### src/rtl/demux_pkg.sv
// Shared types and constants for the 1-to-2 stream demultiplexer.
package demux_pkg;

  typedef logic port_sel_t;

  localparam port_sel_t PORT_0 = 1'b0;
  localparam port_sel_t PORT_1 = 1'b1;

  function automatic logic is_port1(input port_sel_t sel);
    return (sel == PORT_1);
  endfunction

endpackage

### src/rtl/demux_2_output_if.sv
// Stream bundle for demux_2_output: one input stream, two buffered output streams.
interface demux_2_output_if #(
  parameter int unsigned size  = 32,
  parameter int unsigned DEPTH = 2
);
  localparam int unsigned CNT_W = $clog2(DEPTH + 1);

  logic             in_valid;
  logic             in_ready;
  logic             in_sel;
  logic [size-1:0]  in_data;
  logic             out0_valid;
  logic             out0_ready;
  logic [size-1:0]  out0_data;
  logic             out1_valid;
  logic             out1_ready;
  logic [size-1:0]  out1_data;
  logic [CNT_W-1:0] out0_count;
  logic [CNT_W-1:0] out1_count;

  // master: producer/consumers around the demux; slave: the demux itself
  modport master (
    output in_valid, in_sel, in_data, out0_ready, out1_ready,
    input  in_ready, out0_valid, out0_data, out1_valid, out1_data,
           out0_count, out1_count
  );

  modport slave (
    input  in_valid, in_sel, in_data, out0_ready, out1_ready,
    output in_ready, out0_valid, out0_data, out1_valid, out1_data,
           out0_count, out1_count
  );

endinterface

### src/rtl/demux_fifo.sv
// Single-clock FIFO with registered head, synchronous flush and explicit occupancy count.
module demux_fifo #(
  parameter int unsigned size  = 32,
  parameter int unsigned DEPTH = 2
) (
  input  logic                         clk,
  input  logic                         rst_n,
  input  logic                         flush,
  input  logic                         push,
  input  logic                         pop,
  input  logic [size-1:0]              wdata,
  output logic                         full,
  output logic                         empty,
  output logic [$clog2(DEPTH+1)-1:0]   count,
  output logic [size-1:0]              head
);
  localparam int unsigned PTR_W = $clog2(DEPTH);
  localparam int unsigned CNT_W = $clog2(DEPTH + 1);

  logic [size-1:0]  mem [DEPTH];
  logic [PTR_W-1:0] wr_ptr;
  logic [PTR_W-1:0] rd_ptr;

  assign full  = (count == CNT_W'(DEPTH));
  assign empty = (count == '0);
  assign head  = mem[rd_ptr];

  always_ff @(posedge clk or negedge rst_n) begin
    if (!rst_n) begin
      wr_ptr <= '0;
      rd_ptr <= '0;
      count  <= '0;
      for (int unsigned i = 0; i < DEPTH; i++) mem[i] <= '0;
    end else if (flush) begin
      wr_ptr <= '0;
      rd_ptr <= '0;
      count  <= '0;
    end else begin
      if (push) begin
        mem[wr_ptr] <= wdata;
        wr_ptr      <= wr_ptr + PTR_W'(1);
      end
      if (pop) rd_ptr <= rd_ptr + PTR_W'(1);
      case ({push, pop})
        2'b10:   count <= count + CNT_W'(1);
        2'b01:   count <= count - CNT_W'(1);
        default: count <= count;
      endcase
    end
  end

  a_no_overflow: assert property (@(posedge clk) disable iff (!rst_n) !(push && full));
  a_no_underflow: assert property (@(posedge clk) disable iff (!rst_n) !(pop && empty));

endmodule

### src/rtl/demux_2_output.sv
// Registered 1-to-2 stream demultiplexer: routes each input word by in_sel into one of
// two independent output FIFOs so a stalled consumer never blocks the other path.
module demux_2_output
  import demux_pkg::*;
#(
  parameter int unsigned size  = 32,
  parameter int unsigned DEPTH = 2
) (
  input  logic                clk,
  input  logic                rst_n,
  input  logic                flush,
  demux_2_output_if.slave     bus
);

  port_sel_t sel;
  logic      full0, full1;
  logic      empty0, empty1;
  logic      push0, push1;
  logic      pop0, pop1;

  assign sel = bus.in_sel;

  // in_ready looks only at the selected FIFO's full flag, never at the consumer readies
  always_comb begin
    bus.in_ready = 1'b0;
    push0        = 1'b0;
    push1        = 1'b0;
    bus.in_ready = !(is_port1(sel) ? full1 : full0) && !flush;
    push0        = bus.in_valid && bus.in_ready && (sel == PORT_0);
    push1        = bus.in_valid && bus.in_ready && (sel == PORT_1);
  end

  assign bus.out0_valid = !empty0;
  assign bus.out1_valid = !empty1;
  assign pop0 = bus.out0_valid && bus.out0_ready;
  assign pop1 = bus.out1_valid && bus.out1_ready;

  demux_fifo #(.size(size), .DEPTH(DEPTH)) u_fifo0 (
    .clk   (clk),
    .rst_n (rst_n),
    .flush (flush),
    .push  (push0),
    .pop   (pop0),
    .wdata (bus.in_data),
    .full  (full0),
    .empty (empty0),
    .count (bus.out0_count),
    .head  (bus.out0_data)
  );

  demux_fifo #(.size(size), .DEPTH(DEPTH)) u_fifo1 (
    .clk   (clk),
    .rst_n (rst_n),
    .flush (flush),
    .push  (push1),
    .pop   (pop1),
    .wdata (bus.in_data),
    .full  (full1),
    .empty (empty1),
    .count (bus.out1_count),
    .head  (bus.out1_data)
  );

endmodule

### src/flat_wrapper.sv
// flat-port wrapper written by rule: the top's interface ports become plain ports
module demux_2_output_flat import demux_pkg::*;
#(
  parameter int unsigned size  = 32,
  parameter int unsigned DEPTH = 2
)
  (clk, rst_n, flush, bus_in_valid, bus_in_sel, bus_in_data, bus_out0_ready, bus_out1_ready, bus_in_ready, bus_out0_valid, bus_out0_data, bus_out1_valid, bus_out1_data, bus_out0_count, bus_out1_count);
  demux_2_output_if #(.size(size), .DEPTH(DEPTH)) bus_i ();
  input  logic clk;
  input  logic rst_n;
  input  logic flush;
  input wire logic [$bits(bus_i.in_valid)-1:0] bus_in_valid;
  input wire logic [$bits(bus_i.in_sel)-1:0] bus_in_sel;
  input wire logic [$bits(bus_i.in_data)-1:0] bus_in_data;
  input wire logic [$bits(bus_i.out0_ready)-1:0] bus_out0_ready;
  input wire logic [$bits(bus_i.out1_ready)-1:0] bus_out1_ready;
  output wire logic [$bits(bus_i.in_ready)-1:0] bus_in_ready;
  output wire logic [$bits(bus_i.out0_valid)-1:0] bus_out0_valid;
  output wire logic [$bits(bus_i.out0_data)-1:0] bus_out0_data;
  output wire logic [$bits(bus_i.out1_valid)-1:0] bus_out1_valid;
  output wire logic [$bits(bus_i.out1_data)-1:0] bus_out1_data;
  output wire logic [$bits(bus_i.out0_count)-1:0] bus_out0_count;
  output wire logic [$bits(bus_i.out1_count)-1:0] bus_out1_count;
  assign bus_i.in_valid = bus_in_valid;
  assign bus_i.in_sel = bus_in_sel;
  assign bus_i.in_data = bus_in_data;
  assign bus_i.out0_ready = bus_out0_ready;
  assign bus_i.out1_ready = bus_out1_ready;
  assign bus_in_ready = bus_i.in_ready;
  assign bus_out0_valid = bus_i.out0_valid;
  assign bus_out0_data = bus_i.out0_data;
  assign bus_out1_valid = bus_i.out1_valid;
  assign bus_out1_data = bus_i.out1_data;
  assign bus_out0_count = bus_i.out0_count;
  assign bus_out1_count = bus_i.out1_count;
  demux_2_output #(.size(size), .DEPTH(DEPTH)) u_core (.clk(clk), .rst_n(rst_n), .flush(flush), .bus(bus_i));
endmodule
### config.mk
export PLATFORM = sky130hd
export DESIGN_NAME = demux_2_output_flat
export DESIGN_NICKNAME = d
export VERILOG_FILES = /design/src/rtl/demux_pkg.sv /design/src/rtl/demux_2_output_if.sv /design/src/rtl/demux_fifo.sv /design/src/rtl/demux_2_output.sv /design/src/flat_wrapper.sv
export SDC_FILE = /design/constraint.sdc
export NUM_CORES = 1
export LEC_CHECK = 0
export CAP_MARGIN = 30
export CORE_MARGIN = 4
export CORE_UTILIZATION = 53
export CTS_CLUSTER_SIZE = 20
export DETAILED_ROUTE_END_ITERATION = 7
export GPL_TIMING_DRIVEN = 0
export MAX_ROUTING_LAYER = met4
export PLACE_DENSITY = 0.8
export SKIP_CTS_REPAIR_TIMING = 1
export SLEW_MARGIN = 5
export SYNTH_ARGS = -nofsm -noshare
export SYNTH_HDL_FRONTEND = slang
export SYNTH_SLANG_ARGS = --single-unit
### constraint.sdc
create_clock -name clk -period 2.7 [get_ports clk]
set_clock_uncertainty 0.15 [all_clocks]
set_input_delay 0.81 -clock clk [delete_from_list [all_inputs] [get_ports clk]]
set_output_delay 0.81 -clock clk [all_outputs]
set_load 0.1 [all_outputs]
# [Word level (Yosys, flattened, before mapping)]
# Index checks and enable logic that the tools add are counted.
[totals] ff_bits=136 in_bits=39 output_inout_bits=71 elab_cells=83
[classes] n_bitwise=6 n_reduce_logical=22 muxes=25 n_lt_le_gt_ge=6 n_addsub=8 n_eq_ne=6
[op_table] operator="$mux 32" n=8
[op_table] operator="$bwmux 64" n=2
[op_table] operator="$demux 32 s1" n=2
[op_table] operator="$mux 1" n=9
[op_table] operator="$eq 2x2->1 const B" n=4
[op_table] operator="$ge 2x2->1 const B" n=4
[op_table] operator="$logic_and 1x1->1" n=8
[op_table] operator="$not 1->2" n=4
[op_table] operator="$pmux 2 s2" n=2
[op_table] operator="$reduce_bool 2->1" n=4
[op_table] operator="$reduce_bool 3->1" n=2
[op_table] operator="$add 1x1->1 const B" n=4
[op_table] operator="$add 2x1->2 const B" n=2
[op_table] operator="$eq 2x1->1 const B" n=2
[op_table] operator="$logic_not 1->1" n=4
[op_table] operator="$logic_not 2->1" n=2
[op_table] operator="$lt 2x1->1 const B" n=2
[op_table] operator="$mux 2" n=2
[op_table] operator="$reduce_and 2->1" n=2
[op_table] operator="$sub 2x1->2 const B" n=2
[op_table] operator="$not 1->1" n=2

# [Depth between registers and ports, before layout]
[depth] word_depth=9 depth_mapped=6 depth_no_buf=3

# [By module]
# From an unflattened synthesis, not the netlist that was laid out.
[hier_totals] cells_unflattened=391 area_unflattened_um2=6044.5
[by_module_without_submodules] mod="demux_fifo (u_core.u_fifo1)" instances=1 area_per_inst_um2=2984.1 seq_area_each_um2=1701.6 cells_per_inst=192
[by_module_without_submodules] mod="demux_fifo (u_core.u_fifo0)" instances=1 area_per_inst_um2=2981.6 seq_area_each_um2=1701.6 cells_per_inst=191
[by_module_without_submodules] mod="demux_2_output" instances=1 area_per_inst_um2=78.8 seq_area_each_um2=0.0 cells_per_inst=8

# [Worst setup path after synthesis]
# No wires, ideal clock.
[synth_path] kind="reg2out" start="register u_core.u_fifo0.count[0]" end="output bus_in_ready" arrival_ns=3.656 path_stages_with_launch=4 t_required_ns=1.740 path_slack_ns=-1.916 cell_sequence="dfrtp_1 > nor2b_1 > nor2b_1 > a211oi_1"
[synth_between] elab_chain_cells=4
[synth_rtl] item="start, declared" line_no="demux_fifo.sv:14" source="output logic [$clog2(DEPTH+1)-1:0] count,"
[synth_rtl] item="start signal, assigned" line_no="demux_fifo.sv:45" source="2'b10: count <= count + CNT_W'(1);"
[synth_rtl] item="start signal, assigned" line_no="demux_fifo.sv:46" source="2'b01: count <= count - CNT_W'(1);"
[synth_rtl] item="start signal, assigned" line_no="demux_fifo.sv:47" source="default: count <= count;"
[synth_rtl] item="$eq 2x2->1" line_no="demux_fifo.sv:24" source="assign full = (count == CNT_W'(DEPTH));"
[synth_rtl] item="$mux 1" line_no="demux_2_output.sv:28" source="bus.in_ready = !(is_port1(sel) ? full1 : full0) && !flush;"
[synth_rtl] item="$logic_not 1->1" line_no="demux_2_output.sv:28"
[synth_rtl] item="$logic_and 1x1->1" line_no="demux_2_output.sv:28"
[synth_rtl] item="end, declared" line_no="flat_wrapper.sv:17" source="output wire logic [$bits(bus_i.in_ready)-1:0] bus_in_ready;"
# No other way between the ends.

# [Worst setup path in the final report]
[layout_path] start="register u_core.u_fifo1.count[1]" end="output bus_in_ready"
[layout_between] elab_chain_cells=4
[layout_rtl] item="start, declared" line_no="demux_fifo.sv:14"
[layout_rtl] item="start signal, assigned" line_no="demux_fifo.sv:45"
[layout_rtl] item="start signal, assigned" line_no="demux_fifo.sv:46"
[layout_rtl] item="start signal, assigned" line_no="demux_fifo.sv:47"
[layout_rtl] item="$eq 2x2->1" line_no="demux_fifo.sv:24"
[layout_rtl] item="$mux 1" line_no="demux_2_output.sv:28"
[layout_rtl] item="$logic_not 1->1" line_no="demux_2_output.sv:28"
[layout_rtl] item="$logic_and 1x1->1" line_no="demux_2_output.sv:28"
# No other way between the ends.

==> results.py <==
metrics = {
    "global_route": {
        "grt_max_degree": 99,
        "grt_pass1_wl_um": 21400,
        "antenna_found_initial": 0,
        "grt_pass1_vias": 4062,
        "groute.usage.overall": 0.220,
        "grt-ovfl-total": 0,
    },
    "synth": {
        "synth_edf_count": 0,
        "yosysWarnings": 0,
        "ys_types": 31,
        "ys_seq_elements": 136,
        "synth_top_family_by_area": "multiplexers",
        "async_reset_ff_frac": 1.00,
        "synthMuxAreaShare": 0.372,
        "yosysMostFrequentCell": "mux2_2",
        "syn-num-nets": 433,
        "postSynthAreaPerCell_um2": 15.6,
        "yosysTopAreaCell": "dfrtp_1",
        "synth_commonest_cells": "mux2_2 (161), dfrtp_1 (136), mux2_4 (30), clkbuf_1 (10)",
        "synth.area.top_cells": "dfrtp_1 (55%), mux2_2 (30%), mux2_4 (7.3%)",
        "ys_seq_area_frac": 0.554,
        "synth_compound_area_frac": 0.0177,
        "synthSimpleGateAreaFrac": 0.0283,
        "synth_xor_area_frac": 0.00285,
        "syn_area_mm2": 0.00614,
        "synth_top_area_frac": 0.554,
        "synth-adder-area-share": 0,
        "synth-main-ff-cell": "dfrtp_1",
        "syn_inst": 394,
    },
    "setup_path": {
        "cp_cell_sequence": "nor2b_1 > buf_4 > a211oi_4 > buf_12",
        "critPathMaxStageDelay_ps": 500,
        "worst-setup-path-type": "flip-flop to output pin",
        "arrival_ps": 1720,
        "crit_slowest_cell": "dfrtp_4",
        "required_ps": 1740,
        "cp_max_fo": 7,
        "startpoint_type": "flip-flop",
        "crit_path_end_kind": "output pin",
    },
    "sta": {
        "worst_slew_pin_slew_ps": 972,
        "period_needed_ps": 2680,
        "fmax_mhz": 373,
        "rsz0062_at_grt": "true",
        "slew_headroom": 0.351,
        "hold_viol": 0,
        "slew_viol_final": 0,
        "setup_viol": 0,
        "timing.final.crit_share": 0.993,
    },
    "status": {
        "status": "finished, final reports clean",
    },
    "finish": {
        "n_fill_cell": 775,
        "postLayoutCellArea_mm2": 0.00822,
        "area_delta_synth_final_pct": 33.9,
        "drive_gt1_frac": 0.617,
        "diodes": 0,
        "fin_cells": 681,
        "multi_input_area_mm2": 0.00264,
        "finalNetCount": 564,
        "regArea_mm2": 0.00342,
    },
    "pwr": {
        "p_leak_nw": 3.82,
        "power_density_mw_per_mm2": 1060,
        "ir_worst_vdd_v": 0.000843,
    },
    "clock_tree": {
        "insertion_delay_ps": 420,
        "cts_num_sinks": 136,
        "numCtsBuffers": 17,
        "tritoncts": "yes",
        "h-tree-depth": 4,
        "clk_pin_slew_worst_paths_ps": 60,
        "clockBufferDepth": 2,
        "cts_root_buf": "clkbuf_16",
    },
    "die": {
        "ios": 110,
        "initial_utilization": 0.540,
        "core-area_mm2": 0.0114,
        "rows": 39,
        "die_h_um": 116,
        "die_area_mm2": 0.0134,
        "die_x_um": 116,
    },
    "drt": {
        "wl_um": 13500,
        "dr.pass1.iters": 4,
        "first_iter_violations": 154,
        "routedWlPerCell_um": 19.8,
        "num_vias": 3672,
        "drc_errors": 0,
        "viasPerCell": 5.39,
        "drtAntennaViolNets": 0,
    },
    "placement": {
        "dpl.hpwl_um": 8940,
        "gp_congestion": 0.742,
        "placed_cells": 646,
        "numPortBuffers": 108,
        "dpl_cell_area_mm2": 0.00746,
    },
    "hold_path": {
        "hold_class": "input pin to async pin",
    },
    "job": {
        "cap_violations": 0,
    },
}
## critical path, delay by kind of cell, from the launching register on
| family | cells | cell delay [ps] |
|---|---|---|
| buf+inv | 2 | 380 |
| compound gates | 1 | 270 |
| flops | 1 | 500 |
| simple gates | 1 | 150 |
## placed cells by master (no fill, tap or decap), types with 2 or more instances in the layout
| master | netlist | layout |
|---|---|---|
| a21oi_1 | 5 | 5 |
| buf_12 | 0 | 6 |
| buf_2 | 7 | 8 |
| buf_4 | 0 | 34 |
| buf_6 | 7 | 32 |
| buf_8 | 0 | 7 |
| bufinv_16 | 0 | 4 |
| clkbuf_16 | 0 | 17 |
| clkbuf_2 | 0 | 8 |
| clkdlybuf4s50_1 | 0 | 35 |
| clkinv_2 | 0 | 5 |
| clkinv_4 | 0 | 2 |
| clkinvlp_4 | 0 | 2 |
| dfrtp_1 | 136 | 130 |
| dfrtp_2 | 0 | 4 |
| dfrtp_4 | 0 | 2 |
| dlymetal6s2s_1 | 0 | 5 |
| mux2_2 | 161 | 153 |
| mux2_4 | 30 | 38 |
| nand2_1 | 2 | 2 |
| nor2_1 | 2 | 2 |
| nor2b_1 | 4 | 3 |
| nor4b_4 | 1 | 2 |
| o211ai_1 | 2 | 2 |
| o21ai_0 | 4 | 4 |
| o21bai_1 | 2 | 2 |
| o2bb2a_1 | 2 | 2 |
| or2_2 | 2 | 2 |
| or3_1 | 2 | 2 |
| xor2_1 | 2 | 2 |
## through the flow
| step | util | hold WS, ps | setup slack, ps | power, W | TNS (ps) |
|---|---|---|---|---|---|
| floorplan | - | 302 | -140 | 0.00548 | -140 |
| detailed placement | 0.656 | 336 | -1190 | 0.00620 | -88370 |
| CTS | 0.711 | 130 | -1410 | 0.00867 | -85730 |
| global route | 0.723 | 153 | -41.7 | 0.00901 | -84.5 |
| global placement | 0.653 | 312 | -5320 | 0.00612 | -687470 |
| finish | 0.723 | 139 | 19.5 | 0.00869 | 0 |
## sequential cells by signal, indices dropped and copies added, names as in the netlist
register and cells:
u_core.u_fifo0.rd_ptr 1, u_core.u_fifo1.wr_ptr 1, u_core.u_fifo0.wr_ptr 1, u_core.u_fifo0.mem 64, u_core.u_fifo1.count 2, u_core.u_fifo0.count 2
u_core.u_fifo1.mem 64, u_core.u_fifo1.rd_ptr 1
## path summary, 6_finish.rpt
kind | slack, ps | depth (start not counted) | to | start
setup / recovery | 20 | 4 | bus_in_ready | u_core.u_fifo1.count[1]
hold / removal | 140 | 1 | u_core.u_fifo0.mem[55] | rst_n
setup reg to reg | 440 | 5 | u_core.u_fifo1.mem[38] | u_core.u_fifo1.count[1]
hold reg to reg | 350 | 1 | u_core.u_fifo0.mem[19] | u_core.u_fifo0.mem[19]
max in group asynchronous | 1440 | 2 | u_core.u_fifo1.count[1] | rst_n
min in group clk | 350 | 1 | u_core.u_fifo0.mem[19] | u_core.u_fifo0.mem[19]
## per-layer routing
metal / part of all wire / vias to the layer above / GRT usage
met5: 0 / - / -
met1: 0.43 / 1893 / 0.279
met2: 0.51 / 86 / 0.345
li1: - / 1685 / -
met4: 0.0069 / 0 / 0.0626
met3: 0.053 / 8 / 0.0674
## logic make-up (layout without fill, tap and decap cells)
| logic type | Yosys count | count (layout) |
|---|---|---|
| xor gates and xnor gates | 2 | 2 |
| and+or+nand+nor | 22 | 22 |
| muxes | 193 | 193 |
| AOI/OAI and AO/OA | 17 | 17 |
| DFF | 136 | 136 |
| buffers and inverters | 24 | 168 |
## layout make-up
class | instances | share of cell area
sequential | 136 | 0.416
multi-input combinational | 234 | 0.322
timing repair buffer | 114 | 0.139
clock buffer | 19 | 0.0539
buffer | 22 | 0.0269
tap | 143 | 0.0218
clock inverter | 13 | 0.0216
## power breakdown
| group | leakage (nW) | switching, W | internal [W] |
|---|---|---|---|
| Clock | 0.302 | 0.000861 | 0.00156 |
| Sequential | 1.67 | 0.000249 | 0.00251 |
| Combinational | 1.85 | 0.00237 | 0.00113 |
| Total | 3.82 | 0.00348 | 0.00521 |
Power figures use the tool's default switching activity.
